`config.mk`:
```
export PLATFORM = sky130hd
export DESIGN_NAME = bin_to_bcd_seq
export DESIGN_NICKNAME = d
export VERILOG_FILES = /design/src/rtl/bcd_pkg.sv /design/src/rtl/bcd_digit_adj.sv /design/src/rtl/bin_to_bcd_seq.sv
export SDC_FILE = /design/constraint.sdc
export NUM_CORES = 1
export LEC_CHECK = 0
export ABC_AREA = 0
export CAP_MARGIN = 10
export CORE_ASPECT_RATIO = 0.6
export CORE_MARGIN = 3
export CORE_UTILIZATION = 50
export DETAILED_ROUTE_END_ITERATION = 10
export PLACE_DENSITY = 0.72
export SYNTH_ARGS = -nofsm -noshare
export SYNTH_HDL_FRONTEND = slang
export SYNTH_SLANG_ARGS = --single-unit
```
`constraint.sdc`:
```
create_clock -name clk -period 4.9 [get_ports clk]
set_input_delay 1.225 -clock clk [delete_from_list [all_inputs] [get_ports clk]]
set_output_delay 1.225 -clock clk [all_outputs]
set_load 0.01 [all_outputs]
```
`src/rtl/bcd_pkg.sv`:
```
// Shared constants and types for the sequential binary-to-BCD converter
// that feeds the seven-segment display word.
package bcd_pkg;

  localparam int DIGIT_W         = 4;
  localparam int NUM_DIGITS      = 4;
  localparam int SCRATCH_W       = DIGIT_W * NUM_DIGITS;
  localparam int BCD_OUT_W       = 13;
  localparam int MAX_VAL_DEFAULT = 1999;

  // Field positions inside the packed display word
  localparam int ONE_LSB  = 0;
  localparam int TEN_LSB  = 4;
  localparam int HUN_LSB  = 8;
  localparam int THOU_BIT = 12;

  localparam logic [BCD_OUT_W-1:0] SAT_WORD = 13'h1999;

  typedef enum logic [1:0] {
    IDLE,
    SHIFT,
    DONE
  } state_t;

endpackage

```
`src/rtl/bcd_digit_adj.sv`:
```
// Double-dabble digit correction: adds 3 to a BCD digit that is 5 or more
// so the following left shift carries correctly into the next digit.
module bcd_digit_adj
  import bcd_pkg::*;
(
  input  logic [DIGIT_W-1:0] d,
  output logic [DIGIT_W-1:0] q
);

  always_comb begin
    q = d;
    if (d >= DIGIT_W'(5))
      q = d + DIGIT_W'(3);
  end

endmodule

```
`src/rtl/bin_to_bcd_seq.sv`:
```
// Sequential shift-and-add-3 converter: one input bit per clock, start/done
// handshake, result held stable on bcd_out between conversions.
module bin_to_bcd_seq
  import bcd_pkg::*;
#(
  parameter int BIN_W   = 11,
  parameter int MAX_VAL = MAX_VAL_DEFAULT
) (
  input  logic                 clk,
  input  logic                 rst_n,
  input  logic                 start,
  input  logic [BIN_W-1:0]     bin_in,
  output logic                 busy,
  output logic                 done,
  output logic                 ovf,
  output logic [BCD_OUT_W-1:0] bcd_out
);

  localparam int                CNT_W = $clog2(BIN_W);
  localparam logic [CNT_W-1:0]  LAST  = CNT_W'(BIN_W - 1);
  localparam logic [BIN_W-1:0]  MAX_B = BIN_W'(MAX_VAL);

  state_t               state;
  logic [BIN_W-1:0]     sr;
  logic [SCRATCH_W-1:0] scratch;
  logic [SCRATCH_W-1:0] adj;
  logic [SCRATCH_W-1:0] next_scratch;
  logic [CNT_W-1:0]     count;
  logic                 sat;

  for (genvar i = 0; i < NUM_DIGITS; i++) begin : g_adj
    bcd_digit_adj u_adj (
      .d (scratch[i*DIGIT_W +: DIGIT_W]),
      .q (adj[i*DIGIT_W +: DIGIT_W])
    );
  end

  assign next_scratch = {adj[SCRATCH_W-2:0], sr[BIN_W-1]};

  // A digit carried out of the thousands column can only come from an
  // out-of-range input, so it is folded into the saturation flag.
  always_ff @(posedge clk or negedge rst_n) begin
    if (!rst_n) begin
      state   <= IDLE;
      sr      <= '0;
      scratch <= '0;
      count   <= '0;
      sat     <= 1'b0;
      busy    <= 1'b0;
      done    <= 1'b0;
      ovf     <= 1'b0;
      bcd_out <= '0;
    end else begin
      case (state)
        IDLE: begin
          done <= 1'b0;
          if (start) begin
            sr      <= bin_in;
            scratch <= '0;
            count   <= '0;
            sat     <= (bin_in > MAX_B);
            busy    <= 1'b1;
            state   <= SHIFT;
          end
        end
        SHIFT: begin
          scratch <= next_scratch;
          sr      <= {sr[BIN_W-2:0], 1'b0};
          count   <= count + CNT_W'(1);
          sat     <= sat | adj[SCRATCH_W-1];
          if (count == LAST) begin
            if (sat | adj[SCRATCH_W-1])
              bcd_out <= SAT_WORD;
            else
              bcd_out <= {next_scratch[THOU_BIT],
                          next_scratch[HUN_LSB +: DIGIT_W],
                          next_scratch[TEN_LSB +: DIGIT_W],
                          next_scratch[ONE_LSB +: DIGIT_W]};
            ovf   <= sat | adj[SCRATCH_W-1];
            busy  <= 1'b0;
            done  <= 1'b1;
            state <= DONE;
          end
        end
        DONE: begin
          done  <= 1'b0;
          state <= IDLE;
        end
        default: begin
          state <= IDLE;
        end
      endcase
    end
  end

endmodule

```
==> results.py, run 1 <==
metrics = {
    "sta": {
        "rsz0062_at_grt": "no",
        "tightest_slew_ns": 0.947,
        "max-slew-margin-rel_pct": 36.8,
        "finalWorstSetupSlack_ns": 2.13,
        "final.min_clock_period_ns": 2.77,
        "fmax_mhz": 360,
        "tns_ns": 0,
        "skew_ns": 0.00571,
        "setup-violations-final": 0,
        "min_period_over_period_pct": 56.6,
        "slew_violations": 0,
        "hold_ws_ns": 0.486,
        "final-hold-violation-count": 0,
    },
    "worst_hold_path": {
        "hp-class": "reg -> reg",
    },
    "cts": {
        "cts_tree": "done",
        "clkSinkCount": 50,
        "cts_setup_buffers": 0,
        "cts_made_buffers": 5,
        "cts_resized": 0,
        "cts-root-buf": "clkbuf_8",
        "ctsHtreeMaxLevel": 2,
        "cts_hold_buf": 0,
        "clk_path_buf_depth": 2,
        "clk_pin_slew_ns": 0.09,
        "clk_latency_ns": 0.30,
    },
    "final_layout": {
        "fillers": 392,
        "regArea_um2": 1250,
        "syn_to_final_growth_pct": 16.2,
        "layout-drive-gt1-share_pct": 9.59,
        "fin_nets": 294,
        "diodes": 0,
        "final_cell_area_um2": 2900,
        "multi_input_comb_area_um2": 1150,
        "fin_util_pct": 62.0,
        "fin_cells": 334,
    },
    "placement": {
        "gp_congestion": 0.771,
        "io_buffers": 29,
        "hpwlAfterDp_um": 3730,
        "placedInstanceArea_um2": 2810,
        "post-place-ws_ns": 1.81,
        "dp_cells": 326,
    },
    "synthesis": {
        "synth_area_leaders": "dfrtp_1, ha_1, o21ai_0",
        "synth_top_area_share_pct": 50.1,
        "syn_area_um2": 2500,
        "synth_warnings": 0,
        "synth_edf_count": 0,
        "synth_common_cells": "dfrtp_1, nand2_1, o21ai_0, a21oi_1, nor2_1",
        "yosysTopAreaCell": "dfrtp_1",
        "synthArstFlopShare_pct": 100,
        "syn-num-nets": 267,
        "synth_flop_cell": "dfrtp_1",
        "yosysMostFrequentCell": "dfrtp_1",
        "ys_seq_elements": 50,
        "ys_types": 41,
        "synthesis.instances": 243,
        "syn_area_per_cell_um2": 10.3,
        "seq_area_frac_synth_pct": 50.1,
    },
    "routing": {
        "wl_per_cell_um": 15.9,
        "vias": 1891,
        "post-route-drc-count": 0,
        "avgViaCountPerCell": 5.66,
        "dr.first_iter.drc_count": 80,
        "wirelength_um": 5310,
        "detail-route-antenna-nets": 0,
        "drt-pass1-iter-count": 5,
    },
    "setup_path": {
        "r2r-start": "state[0]",
        "startpoint_type": "input pin",
        "crit_slowest_cell": "o21bai_2",
        "cp-end-kind": "flop",
        "path_max_fanout": 18,
        "max_stage_delay_ns": 0.73,
        "reg2regPathDepth": 5,
        "crit_end": "scratch[15]",
        "critical_path_class": "in -> reg",
        "critPathArrivalTime_ns": 3.02,
        "r2r-end": "bcd_out[3]",
        "cp.required_ns": 5.15,
        "crit_chain": "clkdlybuf4s50_1 -> o21bai_2 -> inv_2 -> o31ai_1 -> a32o_1",
        "reg2reg_slack_ns": 2.38,
        "crit_start": "start",
    },
    "floorplanning": {
        "die_w_um": 97.2,
        "dieArea_um2": 5900,
        "core-area_um2": 4680,
        "row_count": 19,
        "pin_count": 30,
        "die_h_um": 60.7,
        "start_util_pct": 53.3,
    },
    "grt": {
        "antenna_found_initial": 0,
        "grt_use_total_pct": 19.4,
        "grt_pass1_vias": 1692,
        "grt_pass1_wl_um": 8870,
        "grt_max_degree": 51,
        "grt_overflow_total": 0,
    },
    "power_and_ir_drop": {
        "power_leakage_nw": 1.22,
        "power_mw": 1.79,
        "max-vdd-ir-drop_mv": 0.300,
        "power_density_nw_per_um2": 618,
    },
    "outcome": {
        "status": "finished clean",
    },
    "flow_run": {
        "drv_cap": 0,
    },
}
## cell families after synthesis
group | share of synthesized area [%]
xor gates and xnor gates | 1.40
adders and majority gates | 5.01
DFF | 50.1
buffers and inverters | 3.96
muxes | 1.25
AOI/OAI and AO/OA | 22.8
and+or+nand+nor | 15.4
## flip-flops by register name, summed over array words and instances, names as in the netlist
name	count
bcd_out	13
ovf	1
scratch	16
done	1
sat	1
busy	1
count	4
sr	11
state	2
## area by class of cell
type                       count  area share (%)
clock buffer                   7            2.98
tap                           63            2.72
multi-input combinational    172            39.5
timing repair buffer          30            10.1
inverter                      11            1.42
clock inverter                 1           0.172
sequential                    50            43.1
## power by group
group	switching, mW	leakage [nW]	internal [mW]	total, mW
clock	0.134	0.0482	0.114	0.248
combinational	0.436	0.554	0.385	0.820
sequential	0.144	0.618	0.581	0.725
total	0.714	1.22	1.08	1.79
## metal layers
layer	vias up	GRT usage [%]	share of wire [%]
li1	927	-	-
met3	7	4.13	5.2
met2	44	24.4	39
met4	0	5.33	1.1
met1	913	32.4	54
met5	-	0	0
## critical path: cells and delay by family
kind,cells,cell delay (ns)
buf+inv,2,0.78
compound gates,3,1.01
## how the worst min path moves through the flow
stage / from / end / cells after the start
after global routing: bcd_out[6] / bcd_out[6] / 2
after detailed placement: bcd_out[6] / bcd_out[6] / 2
final: bcd_out[9] / bcd_out[9] / 2
after CTS: bcd_out[10] / bcd_out[10] / 2
after global placement: bcd_out[9] / bcd_out[9] / 2
after floorplan: sr[1] / sr[1] / 2
## cells in the final DEF, fill, tap and decap left out, types with 4 or more instances in the layout
| cell | instances |
|---|---|
| dfrtp_1 | 50 |
| clkdlybuf4s50_1 | 28 |
| o21ai_0 | 23 |
| nand2_1 | 23 |
| a21oi_1 | 16 |
| nor2_1 | 12 |
| nor2b_1 | 11 |
| a22oi_1 | 10 |
| ha_1 | 10 |
| inv_1 | 9 |
| o31ai_1 | 7 |
| o22ai_1 | 7 |
| clkbuf_8 | 6 |
| nand2b_1 | 5 |
| a22o_1 | 4 |
| nor3_1 | 4 |
| xnor2_1 | 4 |
Note: power is estimated with default switching activity, not from simulation.
==> run 2, diff against run 1 <==
--- a/config.mk
+++ b/config.mk
@@ -11,7 +11,7 @@
 export CORE_MARGIN = 3
 export CORE_UTILIZATION = 50
 export DETAILED_ROUTE_END_ITERATION = 10
-export PLACE_DENSITY = 0.72
+export PLACE_DENSITY = 0.75
 export SYNTH_ARGS = -nofsm -noshare
 export SYNTH_HDL_FRONTEND = slang
 export SYNTH_SLANG_ARGS = --single-unit
==> constraint.sdc (replaced) <==
create_clock -name clk -period 2.3 [get_ports clk]
set_input_delay 0.575 -clock clk [delete_from_list [all_inputs] [get_ports clk]]
set_output_delay 0.575 -clock clk [all_outputs]
set_load 0.01 [all_outputs]
==> run 2 against run 1 <==
- die area did not move
- worst setup slack got worse by 1.8 ns
- sequential share of layout area fell by 0.77 points
- final cell count rose by 2.1%
- clock-buffer cell count did not move
- non-clock buffer count rose by 7
- design area rose by 1.8%
- via count rose by 2.5%
==> results.py, run 2 (synthesized netlist as in run 1, its figures left out) <==
metrics = {
    "outcome": {
        "status": "finished clean",
    },
    "floorplanning": {
        "dieArea_um2": 5900,
        "die_w_um": 97.2,
        "start_util_pct": 53.3,
        "row_count": 19,
        "die_h_um": 60.7,
        "core-area_um2": 4680,
        "pin_count": 30,
    },
    "sta": {
        "final-hold-violation-count": 0,
        "finalWorstSetupSlack_ns": 0.373,
        "min_period_over_period_pct": 83.8,
        "setup-violations-final": 0,
        "max-slew-margin-rel_pct": 60.3,
        "slew_violations": 0,
        "skew_ns": 0.00789,
        "tns_ns": 0,
        "fmax_mhz": 519,
        "tightest_slew_ns": 0.596,
        "final.min_clock_period_ns": 1.93,
        "rsz0062_at_grt": "no",
    },
    "final_layout": {
        "largest_reg_flops": 16,
        "layout-drive-gt1-share_pct": 11.9,
        "fin_cells": 341,
        "regMostFlops": "scratch",
        "fin_util_pct": 63.1,
        "diodes": 0,
        "mostFrequentLayoutCells": "dfrtp_1, clkdlybuf4s50_1, o21ai_0, nand2_1, a21oi_1",
        "final_common_cell": "dfrtp_1",
        "fin_nets": 301,
        "reg.largest.list": "scratch (16), bcd_out (13), sr (11)",
        "syn_to_final_growth_pct": 18.3,
    },
    "setup_path": {
        "crit_top_cell": "and2b_1",
        "critPathArrivalTime_ns": 2.11,
        "crit_chain": "clkdlybuf4s50_1 -> and2b_1 -> and2b_1 -> mux2i_1 -> o21ai_1",
        "path_max_fanout": 9,
        "startpoint_type": "input pin",
        "critical_path_class": "in -> reg",
        "reg2reg_slack_ns": 0.49,
        "max_stage_delay_ns": 0.66,
        "cp-end-kind": "flop",
        "crit_slowest_cell": "clkdlybuf4s50_1",
        "cp.required_ns": 2.49,
    },
    "grt": {
        "grt_pass1_wl_um": 9360,
        "grt_overflow_total": 0,
        "grt_use_total_pct": 20.5,
        "grt_max_degree": 25,
        "grt_pass1_vias": 1887,
        "antenna_found_initial": 0,
    },
    "routing": {
        "wirelength_um": 5510,
        "wl_per_cell_um": 16.2,
        "detail-route-antenna-nets": 0,
        "dr.first_iter.drc_count": 109,
        "drt-pass1-iter-count": 4,
        "vias": 1938,
        "avgViaCountPerCell": 5.68,
        "post-route-drc-count": 0,
    },
    "cts": {
        "clkSinkCount": 50,
        "ctsHtreeMaxLevel": 2,
        "cts-root-buf": "clkbuf_8",
        "clk_latency_ns": 0.30,
        "cts_tree": "done",
        "cts_resized": 0,
        "clk_pin_slew_ns": 0.09,
        "cts_setup_buffers": 0,
        "clk_path_buf_depth": 2,
        "cts_made_buffers": 5,
        "cts_hold_buf": 0,
    },
    "worst_hold_path": {
        "hp-class": "in -> async",
    },
    "power_and_ir_drop": {
        "power_mw": 3.88,
        "power_density_nw_per_um2": 1310,
        "power_leakage_nw": 1.26,
        "max-vdd-ir-drop_mv": 0.628,
    },
    "placement": {
        "hpwlAfterDp_um": 3980,
        "io_buffers": 29,
        "dp_cells": 333,
        "gp_congestion": 0.825,
        "post-place-ws_ns": 0.0891,
    },
    "flow_run": {
        "drv_cap": 0,
    },
}
run 2: cell count changes in the layout (fill, tap and decap cells not counted):
cell and change:
buf_4 +7
run 2: worst paths after layout:
check | from | to | cells past startpoint
worst min-delay path | rst_n | bcd_out[12] | 1
worst max-delay path | start | sat | 5
worst min register to register | bcd_out[5] | bcd_out[5] | 2
min in group clk | bcd_out[5] | bcd_out[5] | 2
worst max register to register | scratch[12] | bcd_out[10] | 6
max in group asynchronous | rst_n | done | 2
run 2: area by class of cell:
type / instances / area, um2
fill: 379 / 1730
inverter: 11 / 41.3
clock inverter: 1 / 5.00
sequential: 50 / 1250
tap: 63 / 78.8
clock buffer: 7 / 86.3
timing repair buffer: 37 / 345
multi-input combinational: 172 / 1150
run 2: layer usage:
metal | vias up | wire, um | GRT usage [%]
li1 | 938 | - | -
met1 | 956 | 2930 | 29.7
met2 | 39 | 2250 | 29.7
met3 | 5 | 287 | 6.66
met4 | 0 | 49 | 5.92
met5 | - | 0 | 0
run 2: metrics by stage:
| step | hold WS (ns) | cell area (um2) |
|---|---|---|
| 5_1_grt | 0.266 | 2950 |
| 6_report | 0.251 | 2950 |
| 4_1_cts | 0.259 | 2950 |
| 3_3_place_gp | 0.466 | 2860 |
| 2_1_floorplan | 0.279 | 2500 |
| 3_5_place_dp | 0.465 | 2860 |
run 2: power by group:
part | internal, mW | leakage, nW | switching (mW)
combinational | 0.863 | 0.588 | 0.962
clock | 0.243 | 0.0482 | 0.291
sequential | 1.24 | 0.618 | 0.289
run 2: critical path, delay by kind of cell:
family | cells | cell delay [ns]
AO/OA/AOI/OAI | 1 | 0.11
buffers and inverters | 1 | 0.66
multiplexers | 1 | 0.25
AND/OR/NAND/NOR | 2 | 0.52
==> run 3, diff against run 2 <==
--- a/config.mk
+++ b/config.mk
@@ -11,7 +11,7 @@
 export CORE_MARGIN = 3
 export CORE_UTILIZATION = 50
 export DETAILED_ROUTE_END_ITERATION = 10
-export PLACE_DENSITY = 0.75
+export PLACE_DENSITY = 0.72
 export SYNTH_ARGS = -nofsm -noshare
 export SYNTH_HDL_FRONTEND = slang
 export SYNTH_SLANG_ARGS = --single-unit
==> constraint.sdc (replaced) <==
create_clock -name clk -period 1.79 [get_ports clk]
set_input_delay 0.4475 -clock clk [delete_from_list [all_inputs] [get_ports clk]]
set_output_delay 0.4475 -clock clk [all_outputs]
set_load 0.01 [all_outputs]
==> run 3 against run 2 <==
- worst setup slack got worse by 0.25 ns
- die area unchanged
- register-to-register slack worse by 0.36 ns
- hold slack worse by 0.14 ns
- critical path type is now reg -> out
==> results.py, run 3 (synthesized netlist as in run 1, its figures left out) <==
metrics = {
    "outcome": {
        "status": "finished clean",
    },
    "final_layout": {
        "fillers": 400,
        "layout-drive-gt1-share_pct": 16.3,
        "fin_nets": 307,
        "final_common_cell": "dfrtp_1",
        "multi_input_comb_area_um2": 1180,
        "final_cell_area_um2": 3070,
        "reg.largest.list": "scratch (16), bcd_out (13), sr (11)",
        "regMostFlops": "scratch",
        "syn_to_final_growth_pct": 22.9,
        "diodes": 0,
        "mostFrequentLayoutCells": "dfrtp_1, clkdlybuf4s50_1, o21ai_0",
        "largest_reg_flops": 16,
        "regArea_um2": 1250,
    },
    "sta": {
        "final-hold-violation-count": 0,
        "final.min_clock_period_ns": 1.67,
        "setup-violations-final": 0,
        "tns_ns": 0,
        "min_period_over_period_pct": 93.2,
        "skew_ns": 0.00749,
        "fmax_mhz": 600,
        "max-slew-margin-rel_pct": 75.9,
        "tightest_slew_ns": 0.362,
        "rsz0062_at_grt": "no",
        "slew_violations": 0,
    },
    "setup_path": {
        "cp.depth": 1,
        "r2r-end": "bcd_out[6]",
        "crit_end": "bcd_out[0]",
        "reg2regPathDepth": 6,
        "max_stage_delay_ns": 0.54,
        "critical_path_class": "reg -> out",
        "critPathArrivalTime_ns": 1.22,
        "crit_chain": "clkdlybuf4s50_1",
        "reg2reg_slack_ns": 0.13,
        "startpoint_type": "flop",
        "path_max_fanout": 2,
        "path_buf_inv": 1,
        "crit_slowest_cell": "clkdlybuf4s50_1",
        "cp.required_ns": 1.34,
        "r2r-start": "scratch[13]",
        "crit_start": "bcd_out[0]",
        "crit_family": "buffers and inverters",
        "cp-end-kind": "primary output",
    },
    "cts": {
        "clk_path_buf_depth": 2,
        "ctsHtreeMaxLevel": 2,
        "clk_latency_ns": 0.31,
        "cts_tree": "done",
        "cts-root-buf": "clkbuf_8",
        "clk_pin_slew_ns": 0.09,
        "cts_made_buffers": 5,
        "cts_setup_buffers": 0,
        "clkSinkCount": 50,
    },
    "placement": {
        "gp_congestion": 0.810,
        "placedInstanceArea_um2": 2920,
        "io_buffers": 29,
        "hpwlAfterDp_um": 3880,
    },
    "grt": {
        "grt_overflow_total": 0,
        "grt_max_degree": 51,
        "grt_use_total_pct": 20.2,
        "grt_pass1_vias": 1883,
        "grt_pass1_wl_um": 9310,
        "antenna_found_initial": 0,
    },
    "floorplanning": {
        "die_w_um": 97.2,
        "core-area_um2": 4680,
        "start_util_pct": 53.3,
        "die_h_um": 60.7,
        "row_count": 19,
        "dieArea_um2": 5900,
        "pin_count": 30,
    },
    "routing": {
        "avgViaCountPerCell": 5.60,
        "detail-route-antenna-nets": 0,
        "wirelength_um": 5590,
        "dr.first_iter.drc_count": 118,
        "wl_per_cell_um": 16.2,
        "drt-pass1-iter-count": 4,
        "post-route-drc-count": 0,
        "vias": 1939,
    },
    "flow_run": {
        "drv_cap": 0,
    },
    "worst_hold_path": {
        "hp-class": "in -> async",
    },
    "power_and_ir_drop": {
        "power_density_nw_per_um2": 1720,
        "max-vdd-ir-drop_mv": 0.903,
        "power_leakage_nw": 1.31,
    },
}
## run 3: cell count changes in the layout (fill, tap and decap cells not counted), sizes merged
| cell | change |
|---|---|
| clkbuf | -1 |
| bufinv | +1 |
| clkinv | -1 |
| buf | +6 |
## run 3: metrics by stage
step                      power, mW  cells  worst slack, ns  hold slack, ns  utilization [%]
after floorplan                3.55    243            0.197           0.152                -
after global placement         4.29    339           0.0656           0.457             62.4
after detailed placement       4.36    339          -0.0153           0.461             62.4
after CTS                      5.24    346           0.0166           0.122             65.1
after global routing           5.71    346          0.00893           0.108             65.5
final                          5.27    346            0.122           0.110             65.5
## run 3: per-layer routing
metal	part of all wire [%]	GRT usage [%]	vias to the layer above	wire length [um]
met2	41	29.7	30	2310
met5	0	0	-	0
met1	54	30.5	956	3000
met4	1.0	5.92	0	58
met3	3.9	4.36	6	218
li1	-	-	947	-
## run 3: worst min-delay path by stage
stage / from / to / slack, ns / cells past startpoint
2_1_floorplan: rst_n / bcd_out[0] / 0.15 / 0
3_3_place_gp: rst_n / bcd_out[12] / 0.46 / 2
3_5_place_dp: rst_n / bcd_out[12] / 0.46 / 2
4_1_cts: rst_n / bcd_out[12] / 0.12 / 2
5_1_grt: rst_n / bcd_out[12] / 0.11 / 2
6_report: rst_n / bcd_out[12] / 0.11 / 2
## run 3: what timing repair did
item | in CTS | in global routing
resized for setup | 2 | 5
hold buffers | 0 | 0
setup endpoints to repair | 2 | 7
## run 3: final cells by class
class	count	area share (%)
Multi-Input combinational cell	172	38.5
Inverter	11	1.35
Timing Repair Buffer	43	13.1
Tap cell	63	2.57
Sequential cell	50	40.8
Clock buffer	6	2.69
Clock inverter	1	0.979
## run 3: where the power goes
group | total, mW | internal (mW) | switching [mW]
Combinational | 2.49 | 1.17 | 1.31
Sequential | 1.96 | 1.59 | 0.367
Clock | 0.823 | 0.448 | 0.376
Total | 5.27 | 3.21 | 2.06
